### config.mk
export PLATFORM = sky130hd
export DESIGN_NAME = lc3_mem_access
export DESIGN_NICKNAME = d
export VERILOG_FILES = /design/src/rtl/lc3_mem_pkg.sv /design/src/rtl/lc3_mmio_decode.sv /design/src/rtl/lc3_mem_access.sv
export SDC_FILE = /design/constraint.sdc
export NUM_CORES = 1
export LEC_CHECK = 0
export BUFFER_PORTS_ARGS = -buffer_cell sky130_fd_sc_hd__buf_4
export CAP_MARGIN = 10
export CORE_AREA = 2 2 121 64
export CTS_BUF_LIST = sky130_fd_sc_hd__clkbuf_16
export DETAILED_ROUTE_END_ITERATION = 10
export DIE_AREA = 0 0 123 66
export GPL_TIMING_DRIVEN = 1
export PLACE_DENSITY = 0.86
export RECOVER_POWER = 25
export SLEW_MARGIN = 20
export SYNTH_ARGS = -nofsm -noshare
export SYNTH_HDL_FRONTEND = slang
export SYNTH_HIERARCHICAL = 1
export SYNTH_SLANG_ARGS = --single-unit
export TNS_END_PERCENT = 1
### constraint.sdc
create_clock -name clk -period 5.4 [get_ports clk]
set_input_delay 0.27 -clock clk [delete_from_list [all_inputs] [get_ports clk]]
set_output_delay 0.27 -clock clk [all_outputs]
set_load 0.005 [all_outputs]
### src/rtl/lc3_mem_pkg.sv
// Shared types and memory-map constants for the LC-3 MAR/MDR memory-access stage.
package lc3_mem_pkg;

  localparam int unsigned ADDR_W = 16;
  localparam int unsigned PAGE_W = 7;

  typedef enum logic [2:0] {
    ST_IDLE  = 3'd0,
    ST_MEM   = 3'd1,
    ST_DEV   = 3'd2,
    ST_DONE  = 3'd3,
    ST_DRAIN = 3'd4
  } state_e;

  localparam logic [PAGE_W-1:0] MMIO_BASE_HI = 7'h7F;
  localparam logic [ADDR_W-1:0] KBSR_ADDR    = 16'hFE00;
  localparam logic [ADDR_W-1:0] KBDR_ADDR    = 16'hFE02;
  localparam logic [ADDR_W-1:0] DSR_ADDR     = 16'hFE04;
  localparam logic [ADDR_W-1:0] DDR_ADDR     = 16'hFE06;

endpackage

### src/rtl/lc3_mmio_decode.sv
// Combinational decode of an address into the LC-3 device-register selects.
module lc3_mmio_decode
  import lc3_mem_pkg::*;
(
  input  logic [ADDR_W-1:0] mar_i,
  output logic              is_mmio_o,
  output logic              sel_kbsr_o,
  output logic              sel_kbdr_o,
  output logic              sel_dsr_o,
  output logic              sel_ddr_o
);

  // The whole xFE00-xFFFF page routes to devices; only four addresses exist.
  always_comb begin
    is_mmio_o  = (mar_i[ADDR_W-1 -: PAGE_W] == MMIO_BASE_HI);
    sel_kbsr_o = (mar_i == KBSR_ADDR);
    sel_kbdr_o = (mar_i == KBDR_ADDR);
    sel_dsr_o  = (mar_i == DSR_ADDR);
    sel_ddr_o  = (mar_i == DDR_ADDR);
  end

endmodule

### src/rtl/lc3_mem_access.sv
// LC-3 MAR/MDR stage: one memory or device access per MIO.EN request, R pulse on completion.
module lc3_mem_access
  import lc3_mem_pkg::*;
#(
  parameter int unsigned DATA_W  = 16,
  parameter int unsigned TIMEOUT = 255
) (
  input  logic              clk,
  input  logic              rst_n,
  input  logic [DATA_W-1:0] eab_out,
  input  logic [DATA_W-1:0] bus_in,
  input  logic              ld_mar,
  input  logic              mar_src,
  input  logic              ld_mdr,
  input  logic              mio_en,
  input  logic              r_w,
  output logic [DATA_W-1:0] mar_out,
  output logic [DATA_W-1:0] mdr_out,
  output logic              ready,
  output logic              err,
  output logic              mem_en,
  output logic              mem_we,
  output logic [DATA_W-1:0] mem_addr,
  output logic [DATA_W-1:0] mem_wdata,
  input  logic [DATA_W-1:0] mem_rdata,
  input  logic              mem_ack,
  input  logic [DATA_W-1:0] kbsr_in,
  input  logic [DATA_W-1:0] kbdr_in,
  input  logic [DATA_W-1:0] dsr_in,
  output logic              kbdr_rd,
  output logic              ddr_wr,
  output logic [DATA_W-1:0] ddr_data
);

  localparam int unsigned CNT_W = (TIMEOUT > 0) ? $clog2(TIMEOUT + 1) : 1;

  state_e              state_q;
  logic [DATA_W-1:0]   mar_q;
  logic [DATA_W-1:0]   mar_d;
  logic [DATA_W-1:0]   mdr_q;
  logic [CNT_W-1:0]    cnt_q;
  logic                rw_q;
  logic                ready_q;
  logic                err_q;
  logic                mem_en_q;
  logic                mem_we_q;
  logic                kbdr_rd_q;
  logic                ddr_wr_q;
  logic [DATA_W-1:0]   dev_rdata_c;

  logic is_mmio, sel_kbsr, sel_kbdr, sel_dsr, sel_ddr;

  // MAR as the access will see it: an IDLE load lands before a same-cycle start.
  always_comb begin
    mar_d = mar_q;
    if (state_q == ST_IDLE && ld_mar) begin
      mar_d = mar_src ? bus_in : eab_out;
    end
  end

  lc3_mmio_decode u_decode (
    .mar_i      (mar_d),
    .is_mmio_o  (is_mmio),
    .sel_kbsr_o (sel_kbsr),
    .sel_kbdr_o (sel_kbdr),
    .sel_dsr_o  (sel_dsr),
    .sel_ddr_o  (sel_ddr)
  );

  // Device read mux; unpopulated addresses in the device page read as zero.
  always_comb begin
    dev_rdata_c = '0;
    if (sel_kbsr) begin
      dev_rdata_c = kbsr_in;
    end else if (sel_kbdr) begin
      dev_rdata_c = kbdr_in;
    end else if (sel_dsr) begin
      dev_rdata_c = dsr_in;
    end
  end

  // Access FSM with registered handshake, strobe and status outputs.
  always_ff @(posedge clk) begin
    if (!rst_n) begin
      state_q   <= ST_IDLE;
      mar_q     <= '0;
      mdr_q     <= '0;
      cnt_q     <= '0;
      rw_q      <= 1'b0;
      ready_q   <= 1'b0;
      err_q     <= 1'b0;
      mem_en_q  <= 1'b0;
      mem_we_q  <= 1'b0;
      kbdr_rd_q <= 1'b0;
      ddr_wr_q  <= 1'b0;
    end else begin
      ready_q   <= 1'b0;
      kbdr_rd_q <= 1'b0;
      ddr_wr_q  <= 1'b0;
      mar_q     <= mar_d;
      case (state_q)
        ST_IDLE: begin
          if (ld_mdr) begin
            mdr_q <= bus_in;
          end
          if (mio_en) begin
            rw_q  <= r_w;
            err_q <= 1'b0;
            if (is_mmio) begin
              state_q   <= ST_DEV;
              kbdr_rd_q <= !r_w && sel_kbdr;
              ddr_wr_q  <= r_w && sel_ddr;
            end else begin
              state_q  <= ST_MEM;
              cnt_q    <= '0;
              mem_en_q <= 1'b1;
              mem_we_q <= r_w;
            end
          end
        end
        ST_MEM: begin
          if (mem_ack) begin
            if (!rw_q) begin
              mdr_q <= mem_rdata;
            end
            mem_en_q <= 1'b0;
            mem_we_q <= 1'b0;
            ready_q  <= 1'b1;
            state_q  <= ST_DONE;
          end else if (cnt_q == CNT_W'(TIMEOUT)) begin
            err_q    <= 1'b1;
            mem_en_q <= 1'b0;
            mem_we_q <= 1'b0;
            ready_q  <= 1'b1;
            state_q  <= ST_DONE;
          end else begin
            cnt_q <= cnt_q + CNT_W'(1);
          end
        end
        ST_DEV: begin
          if (!rw_q) begin
            mdr_q <= dev_rdata_c;
          end
          ready_q <= 1'b1;
          state_q <= ST_DONE;
        end
        ST_DONE: begin
          state_q <= ST_DRAIN;
        end
        ST_DRAIN: begin
          if (!mio_en) begin
            state_q <= ST_IDLE;
          end
        end
        default: begin
          state_q <= ST_IDLE;
        end
      endcase
    end
  end

  assign mar_out   = mar_q;
  assign mdr_out   = mdr_q;
  assign ready     = ready_q;
  assign err       = err_q;
  assign mem_en    = mem_en_q;
  assign mem_we    = mem_we_q;
  assign mem_addr  = mar_q;
  assign mem_wdata = mdr_q;
  assign kbdr_rd   = kbdr_rd_q;
  assign ddr_wr    = ddr_wr_q;
  assign ddr_data  = mdr_q;

endmodule

; After elaboration in Yosys (flattened, before gate mapping)
; Index checks and enable logic that the tools add are counted.
; W data, S select, Z words.
[op_classes]
n_addsub = 1
eq_ne = 21
n_mux = 36
n_reduce_logical = 14
[ops]
columns = operator, n
row1 = $mux W16, 9
row2 = $eq A16 B16 Y1 const B, 4
row3 = $pmux W16 S3, 1
row4 = $mux W8, 4
row5 = $ne A2 B2 Y1 const B, 10
row6 = $pmux W8 S2, 1
row7 = $pmux W3 S5, 1
row8 = $mux W3, 4
row9 = $reduce_and A4 Y1, 3
row10 = $mux W1, 11
row11 = $reduce_and A5 Y1, 2
row12 = $add A8 B1 Y8 const B, 1
row13 = $eq A8 B8 Y1 const B, 1
row14 = $pmux W1 S2, 4
row15 = $eq A7 B7 Y1 const B, 1
row16 = $eq A3 B2 Y1 const B, 2
row17 = $eq A3 B1 Y1 const B, 1
row18 = $eq A3 B3 Y1 const B, 1
row19 = $logic_and A1 B1 Y1, 3
row20 = $logic_not A3 Y1, 1
row21 = $ne A3 B3 Y1 const B, 1
row22 = $reduce_and A3 Y1, 1
row23 = $reduce_bool A3 Y1, 1
row24 = $mux W2, 1
row25 = 3 further kinds, 3
[word_totals]
regBits = 50
out_inout_bits = 86
word_cells = 83

; Depth between registers and ports, before layout
; Gate-level depths: netlist of run 1.
[depth]
word_depth = 9
ltp_mapped = 15

; By module
; Netlist of run 1, hierarchy kept.
[by_module_without_submodules]
columns = mod, n_inst, cells_per_inst, area_each_um2
row1 = lc3_mem_access, 1, 380, 3243.1
row2 = lc3_mmio_decode, 1, 11, 77.6

; Least setup slack after synthesis of run 1
; No wires, ideal clock.
[synth_timing]
kind = register -> register
from = register state_q[1]
to = register mdr_q[15] (netlist: ddr_data[15])
setup_ns = 0.137
arrival_time_ns = 3.207
t_required_ns = 5.263
slack_ns = 2.056
path_stages_with_launch = 15
path_buffers = 5
path_cell_list = dfxtp_1 > buf_4 > nor4b_4 > buf_4 > a21oi_1 > or4_1 > or4_4 > nor3b_2 > buf_2 > nor2b_1 > clkbuf_2 > buf_2 > a221o_1 > nand3_1 > a31oi_1
[synth_rtl]
columns = element, line
row1 = start: declaration, lc3_mem_access.sv:37  ; state_e state_q;
row2 = start signal: assignment, lc3_mem_access.sv:85  ; state_q <= ST_IDLE;
row3 = start signal: assignment, lc3_mem_access.sv:110  ; state_q <= ST_DEV;
row4 = start signal: assignment, lc3_mem_access.sv:114  ; state_q <= ST_MEM;
row5 = $logic_not A3 Y1, lc3_mem_access.sv:56  ; if (state_q == ST_IDLE && ld_mar) begin
row6 = $logic_and A1 B1 Y1, lc3_mem_access.sv:56
row7 = $mux W16, lc3_mem_access.sv:56
row8 = via mar_d[0], lc3_mem_access.sv:39  ; logic [DATA_W-1:0] mar_d;
row9 = $eq A16 B16 Y1, lc3_mmio_decode.sv:17  ; sel_kbdr_o = (mar_i == KBDR_ADDR);
row10 = via sel_kbdr, lc3_mem_access.sv:51  ; logic is_mmio, sel_kbsr, sel_kbdr, sel_dsr, sel_ddr;
row11 = $mux W16, lc3_mem_access.sv:75  ; end else if (sel_kbdr) begin
row12 = $mux W16, lc3_mem_access.sv:73  ; if (sel_kbsr) begin
row13 = $mux W16, lc3_mem_access.sv:141  ; if (!rw_q) begin
row14 = $pmux W16 S3, lc3_mem_access.sv:101  ; case (state_q)
row15 = end signal: assignment, lc3_mem_access.sv:104  ; mdr_q <= bus_in;
row16 = end signal: assignment, lc3_mem_access.sv:124  ; mdr_q <= mem_rdata;
row17 = end signal: assignment, lc3_mem_access.sv:142  ; mdr_q <= dev_rdata_c;
row18 = end: declaration, lc3_mem_access.sv:40  ; logic [DATA_W-1:0] mdr_q;
; The timed path passes the listed nets, and every way through them passes these cells. The select of a mux whose other input is x is not followed.
; A chain may end at the register's enable or synchronous reset.

; Final worst setup path of run 1
[layout_timing]
from = register state_q[0]
to = register mdr_q[12] (netlist: ddr_data[12])
[layout_via]
elab_chain_cells = 9
[layout_lines]
columns = element, line
row1 = $logic_not A3 Y1, lc3_mem_access.sv:56
row2 = $logic_and A1 B1 Y1, lc3_mem_access.sv:56
row3 = $mux W16, lc3_mem_access.sv:56
row4 = via mar_d[0], lc3_mem_access.sv:39
row5 = $eq A16 B16 Y1, lc3_mmio_decode.sv:18  ; sel_dsr_o = (mar_i == DSR_ADDR);
row6 = via sel_dsr, lc3_mem_access.sv:51
row7 = $mux W16, lc3_mem_access.sv:77  ; end else if (sel_dsr) begin
row8 = $mux W16, lc3_mem_access.sv:75
row9 = $mux W16, lc3_mem_access.sv:73
row10 = $mux W16, lc3_mem_access.sv:141
row11 = $pmux W16 S3, lc3_mem_access.sv:101
; The timed path passes the listed nets, and every way through them passes these cells. The select of a mux whose other input is x is not followed.

==> metrics.md, run 1 <==
| Metric | Value |
|---|---|
| Hold Crit Class | `primary input to flip-flop` |
| CTS Sinks | `50` |
| Final Net Count | `621` |
| CTS tree | `yes` |
| Setup Skew | `slightly above 0.005 ns` |
| Data arrival, critical path | `about 4.2 ns` |
| Reg-to-reg setup timing slack | `~1.4 ns` |
| Hpwl dp | `about 8.6 mm` |
| Outcome | `complete, no violations` |
| Root buffer cell | `clkbuf_16` |
| Max Clk Rate | `roughly 250 MHz` |
| Initial antenna violation count | `0` |
| Seq cells post-synth | `50` |
| Setup TNS | `0 ns` |
| Power density cells | `between 200 and 250 nW/um^2` |
| Met1 Wirelength | `~4.8 mm` |
| Clock Latency Late Sink | `0.28 ns` |
| Met2 wire len | `roughly 4.8 mm` |
| Multiplexer share of the synthesized area | `slightly below 6%` |
| Asr flop ratio synth | `0%` |
| Synthesized net count | `496` |
| IO Port Bufs | `approximately 190` |
| Tcrit/Tclk final | `roughly three quarters` |
| Simple-Gate Fraction of Synth Area | `22.6%` |
| Area Overhead vs Synth | `35.8%` |
| Leak | `1.99 nW` |
| Die Wd | `about 120 microns` |
| Clock Tree Buf Depth | `2` |
| Routed WL | `around 11 mm` |
| H-tree levels | `2` |
| Gate count after technology mapping | `a little under 400` |
| Post-synthesis compound-gate area fraction | `25.2%` |
| Fin Hold WS | `0.181 ns` |
| Core Area | `a little over 7000 sq um` |
| Top cell type's share of synthesized area | `a little under a third` |
| Worst-path clk slew | `around 0.070 ns` |
| Initial DRC count | `295` |
| Measured slew at the worst slew-check pin | `slightly above 1 ns` |
| Final Setup Violations | `0` |
| Syn Area/Cell | `~8.5 sq um` |
| Vias/cell | `5.72` |
| WL met3 | `1.29 mm` |
| Io pins | `190` |
| Crit end category | `flip-flop` |
| DR DRC count | `0` |
| Post-CTS Setup Inserts | `0` |
| Global-route wire length before repair | `~16 mm` |
| Max-slew violations | `0` |
| Setup CP Type | `flip-flop to flip-flop` |
| Hold_buf cts | `0` |
| Slew HR | `between 30% and 40%` |
| Post-synth EDFFs | `0` |
| XOR/XNOR Fraction of Synth Area | `0%` |
| Cell Area, Synth | `approximately 3300 sq um` |
| Max-cap violations | `0` |
| DRT Pass-1 Iters | `7` |
| Top cells by area, synth | `dfxtp_1 30%, buf_4 12%, mux2i_1 5.1%` |
| Top sig layer | `met4` |
| Fin crit period | `3.98 ns` |
| Final hold viol count | `0` |
| Top-count cell post-synth | `buf_4` |
| Worst vdd ir | `about 0.14 mV` |
| Yosys warnings | `6` |
| Distinct cell type count after synthesis | `54` |
| Vias in the first global route | `3118` |
| Initial core utilization | `46.8%` |
| Unrepaired setup endpoints after global routing | `false` |
| Post-synth top cells | `52 x buf_4, 50 x dfxtp_1, 25 x nor2_1, 22 x nand3_1, 21 x o21ai_0` |
| Seq/Total Area, Yosys | `30.1%` |
| Die Height | `around 66 microns` |
| Final Wtd Congestion | `roughly 0.95` |
| Grt ovf | `0` |
| Largest net degree at the start of global routing | `39` |
| Die area | `slightly above 8000 sq um` |
| Synth area leader | `dfxtp_1` |
| Top_reg_cell synth | `dfxtp_1` |
| Post-CTS sizing | `0` |
| Synth Area in Adders | `0.377%` |
| Share of layout cells above drive strength 1 | `between 40 and 50%` |
| Final antenna-violating net count | `0` |
| Gr usage total | `a little over a quarter` |
| Critical path data required time | `~5.6 ns` |
| TritonCTS Buffers | `5` |
| Largest family of logic cells by synthesized area | `compound AO/OA/AOI/OAI gates` |
| ANT cells | `0` |
| Via count | `~3500` |
| Drt wl/cell | `around 18 microns` |
| Startpoint types | `flip-flop` |
| Total chip power | `~1.1 mW` |
| Worst Path Max Fanout | `32` |
| Num rows | `22` |
[cell usage in the layout, fill, tap and decap left out, types with 6 or more instances in the layout]
cell type,count
mux2i_1,17
buf_4,158
a31oi_1,16
o21ai_0,21
dfxtp_1,50
nand3_1,22
clkbuf_4,32
a21oi_2,14
nand2_1,6
nor2_1,25
a22oi_1,15
and2_1,20
a221o_1,16
a21oi_1,17
nand2b_1,18
[where the power goes]
part | internal (mW) | switching, mW
Combinational | 0.197 | 0.160
Clock | 0.167 | 0.133
Sequential | 0.404 | 0.0417
[layout make-up]
type                       instances  area, sq um
clock buffer                       5          125
clock inverter                     3         11.3
fill                             647         2590
inverter                           4         15.0
multi-input combinational        263         1800
sequential                        50         1000
tap                               96          120
timing repair buffer             192         1430
[sequential cells by signal, indices dropped and copies added, names as in the netlist]
signal,count
ddr_data,16
mar_out,16
err,1
cnt_q,8
ready,1
ddr_wr,1
rw_q,1
state_q,3
mem_en,1
kbdr_rd,1
mem_we,1
[metal layers]
| layer | global-route usage (%) | vias up |
|---|---|---|
| li1 | - | 1632 |
| met1 | 37.3 | 1634 |
| met2 | 40.7 | 230 |
| met3 | 5.69 | 11 |
| met4 | 4.97 | 0 |
| met5 | 0 | - |
[critical path, cell delays in order, from the launching register on]
cell     delay, ns
dfxtp_1       0.56
nor4b_4       0.34
buf_4         0.39
a21oi_1       0.13
or4_1         0.54
or4_4         0.53
nor3b_2       0.19
nor2b_2       0.64
a221o_1       0.27
nand3_1       0.08
a31oi_1       0.23
[logic make-up after synthesis]
family / after synthesis
AND/OR/NAND/NOR: 126
multiplexers: 19
AO/OA/AOI/OAI: 117
adder cells (fa/ha/maj): 1
flip-flops: 50
buffers and inverters: 78
[path summary, 6_finish.rpt]
path	from	end	cells after the start
max	state_q[0]	ddr_data[12]	10
min reg2reg	cnt_q[1]	cnt_q[1]	2
max reg2reg	state_q[0]	ddr_data[12]	10
min	r_w	kbdr_rd	2
[through the flow]
step / cell area (sq um) / std cells / utilization (%) / worst slack [ns]
after CTS: 4520 / 613 / 63.6 / 1.45
after global placement: 4380 / 605 / 61.7 / 1.25
after global routing: 4510 / 613 / 63.5 / 1.21
after detailed placement: 4380 / 605 / 61.7 / 1.48
final: 4510 / 613 / 63.5 / 1.42
after floorplan: 3320 / 391 / - / 2.06
No activity file was read; power rests on OpenSTA's default activity.
==> inputs of run 2 (changes only) <==
--- a/config.mk
+++ b/config.mk
@@ -7,12 +7,12 @@
 export LEC_CHECK = 0
 export BUFFER_PORTS_ARGS = -buffer_cell sky130_fd_sc_hd__buf_4
 export CAP_MARGIN = 10
-export CORE_AREA = 2 2 121 64
+export CORE_AREA = 2 2 125 66
 export CTS_BUF_LIST = sky130_fd_sc_hd__clkbuf_16
 export DETAILED_ROUTE_END_ITERATION = 10
-export DIE_AREA = 0 0 123 66
+export DIE_AREA = 0 0 127 68
 export GPL_TIMING_DRIVEN = 1
-export PLACE_DENSITY = 0.86
+export PLACE_DENSITY = 0.82
 export RECOVER_POWER = 25
 export SLEW_MARGIN = 20
 export SYNTH_ARGS = -nofsm -noshare
==> constraint.sdc (replaced) <==
create_clock -name clk -period 4 [get_ports clk]
set_input_delay 0.2 -clock clk [delete_from_list [all_inputs] [get_ports clk]]
set_output_delay 0.2 -clock clk [all_outputs]
set_load 0.005 [all_outputs]
==> run 2 against run 1 <==
Compared with the run above:
- cell count is 1.3% higher
- worst setup slack worse by 0.90 ns
- core utilization is 4.3 points lower
- clock skew hardly changed
- non-clock buffer count is 5 higher
- maximum frequency is 14% higher
- sequential power is 33% higher
==> metrics.md, run 2 (synthesized netlist as in run 1, its figures left out) <==
| Metric | Value |
|---|---|
| Core Area | `7650 sq um` |
| Pre-CTS setup slack | `~0.55 ns` |
| Reg2reg end | `ddr_data[13]` |
| ANT cells | `0` |
| Post-CTS Setup Inserts | `0` |
| Startpoint types | `flip-flop` |
| Global-route wire length before repair | `about 17 mm` |
| Clock Tree Buf Depth | `2` |
| Measured slew at the worst slew-check pin | `a little over 1 ns` |
| Vias in the first global route | `approximately 3100` |
| Final Wtd Congestion | `0.942` |
| Worst Hold Endpoint | `kbdr_rd` |
| Gr usage total | `25.1%` |
| Drt wl/cell | `18.5 microns` |
| DRT Pass-1 Iters | `5` |
| WL met3 | `1.09 mm` |
| Routed WL | `around 11 mm` |
| Most frequent CP cell | `buf_4` |
| CTS tree | `yes` |
| Via count | `between 3000 and 4000` |
| Power density cells | `between 300 and 400 nW/um^2` |
| Cells on Worst Hold Path | `2` |
| Max-cap violations | `0` |
| Met2 wire len | `around 5 mm` |
| Worst-path clk slew | `~0.070 ns` |
| TritonCTS Buffers | `5` |
| Met1 Wirelength | `around 5.3 mm` |
| Root buffer cell | `clkbuf_16` |
| Vias/cell | `~5.6` |
| Max-slew violations | `0` |
| Reg2Reg Launch Point | `state_q[1]` |
| Die Height | `approximately 68 microns` |
| Initial DRC count | `roughly 380` |
| Setup CP Type | `flip-flop to flip-flop` |
| Hold_buf cts | `0` |
| Initial core utilization | `between 40% and 50%` |
| Crit-path cells | `nor4b_4 -> buf_4 -> nor2_1 -> a21oi_1 -> nand4_1 -> or4_4 -> nor3b_2 -> nor2b_1 -> buf_4 -> a221o_1 -> nand3_1 -> a31oi_1` |
| Data arrival, critical path | `3.61 ns` |
| Layout Utilization | `about three fifths` |
| Critical path data required time | `a little over 4 ns` |
| Final WS setup | `between 0.5 and 0.6 ns` |
| Crit end category | `flip-flop` |
| Reg-to-reg setup timing slack | `just over 0.5 ns` |
| Largest net degree at the start of global routing | `39` |
| Tcrit/Tclk final | `between 80% and 90%` |
| H-tree levels | `2` |
| FF-to-FF path depth | `12` |
| Num rows | `23` |
| Commonest non-fill, non-tap cells in the layout | `163 x buf_4, 50 x dfxtp_1, 29 x clkbuf_4` |
| Outcome | `complete, no violations` |
| Max Clk Rate | `between 200 and 300 MHz` |
| Leak | `roughly 2.0 nW` |
| Io pins | `190` |
| Grt ovf | `0` |
| Final Setup Violations | `0` |
| Max stage delay cell, worst path | `or4_4` |
| Die Wd | `between 100 and 150 microns` |
| Die area | `8640 sq um` |
| Hold Crit Class | `primary input to flip-flop` |
| Worst Hold Launch | `r_w` |
| Crit path buf inv count | `2` |
| Unrepaired setup endpoints after global routing | `false` |
| Hpwl dp | `between 8 and 9 mm` |
| Commonest non-fill, non-tap cell in the layout | `buf_4` |
| Final antenna-violating net count | `0` |
| CTS Sinks | `50` |
| Setup TNS | `0 ns` |
| DR DRC count | `0` |
| Worst vdd ir | `around 0.21 mV` |
| Final Net Count | `between 600 and 700` |
| Post-CTS sizing | `0` |
| IO Port Bufs | `around 190` |
| Top sig layer | `met4` |
| Share of layout cells above drive strength 1 | `a little over two fifths` |
| Worst Path Max Fanout | `24` |
| Worst stage delay on the critical path | `0.58 ns` |
| Crit path max-delay family | `simple AND/OR/NAND/NOR gates` |
| Initial antenna violation count | `0` |
| Area Overhead vs Synth | `36.6%` |
| Final hold viol count | `0` |
| Setup Skew | `~0.0053 ns` |
| Slew HR | `about a third` |
| Clock Latency Late Sink | `between 0.2 and 0.3 ns` |
| Fin crit period | `between 3 and 4 ns` |
==> run 2: changes by cell type in the layout (fill, tap and decap cells not counted) <==
cell      before  now
nor2b_1        1    2
clkbuf_1       2    4
inv_1          4    6
buf_4        158  163
buf_1          0    1
nor2b_2        1    0
clkinv_1       3    0
clkbuf_4      32   29
==> run 2: metal layers <==
metal | vias up | global-route usage [%]
met5 | - | 0
met4 | 0 | 4.81
met3 | 6 | 5.55
met2 | 183 | 38.3
met1 | 1635 | 36.7
li1 | 1648 | -
==> run 2: cell type report <==
cell class / instances / area [sq um]
inverter: 4 / 15.0
fill: 690 / 3120
clock inverter: 2 / 7.51
timing repair buffer: 197 / 1460
tap: 100 / 125
sequential: 50 / 1000
clock buffer: 5 / 125
multi-input combinational: 263 / 1800
==> run 2: how the worst max path moves through the flow <==
stage | end | cells after the start | startpoint | slack, ns
final | ddr_data[13] | 12 | state_q[1] | 0.52
after global routing | ddr_data[13] | 12 | state_q[1] | 0.31
after detailed placement | ddr_data[5] | 12 | state_q[1] | 0.55
after CTS | ddr_data[13] | 12 | state_q[1] | 0.55
after floorplan | ddr_data[15] | 14 | state_q[1] | 0.66
after global placement | ddr_data[5] | 11 | state_q[1] | 0.69
==> run 2: power by group <==
part           leakage [nW]  internal [mW]  switching, mW
combinational          1.53          0.266          0.225
clock                0.0723          0.225          0.189
sequential            0.411          0.546         0.0493
==> run 2: through the flow <==
step	total power [mW]	area (sq um)	std cells	hold WS (ns)
6_report	1.50	4540	621	0.111
5_1_grt	1.57	4540	621	0.125
4_1_cts	1.51	4550	621	0.109
3_5_place_dp	1.10	4420	614	0.415
3_3_place_gp	1.09	4420	614	0.411
2_1_floorplan	0.889	3320	391	0.276
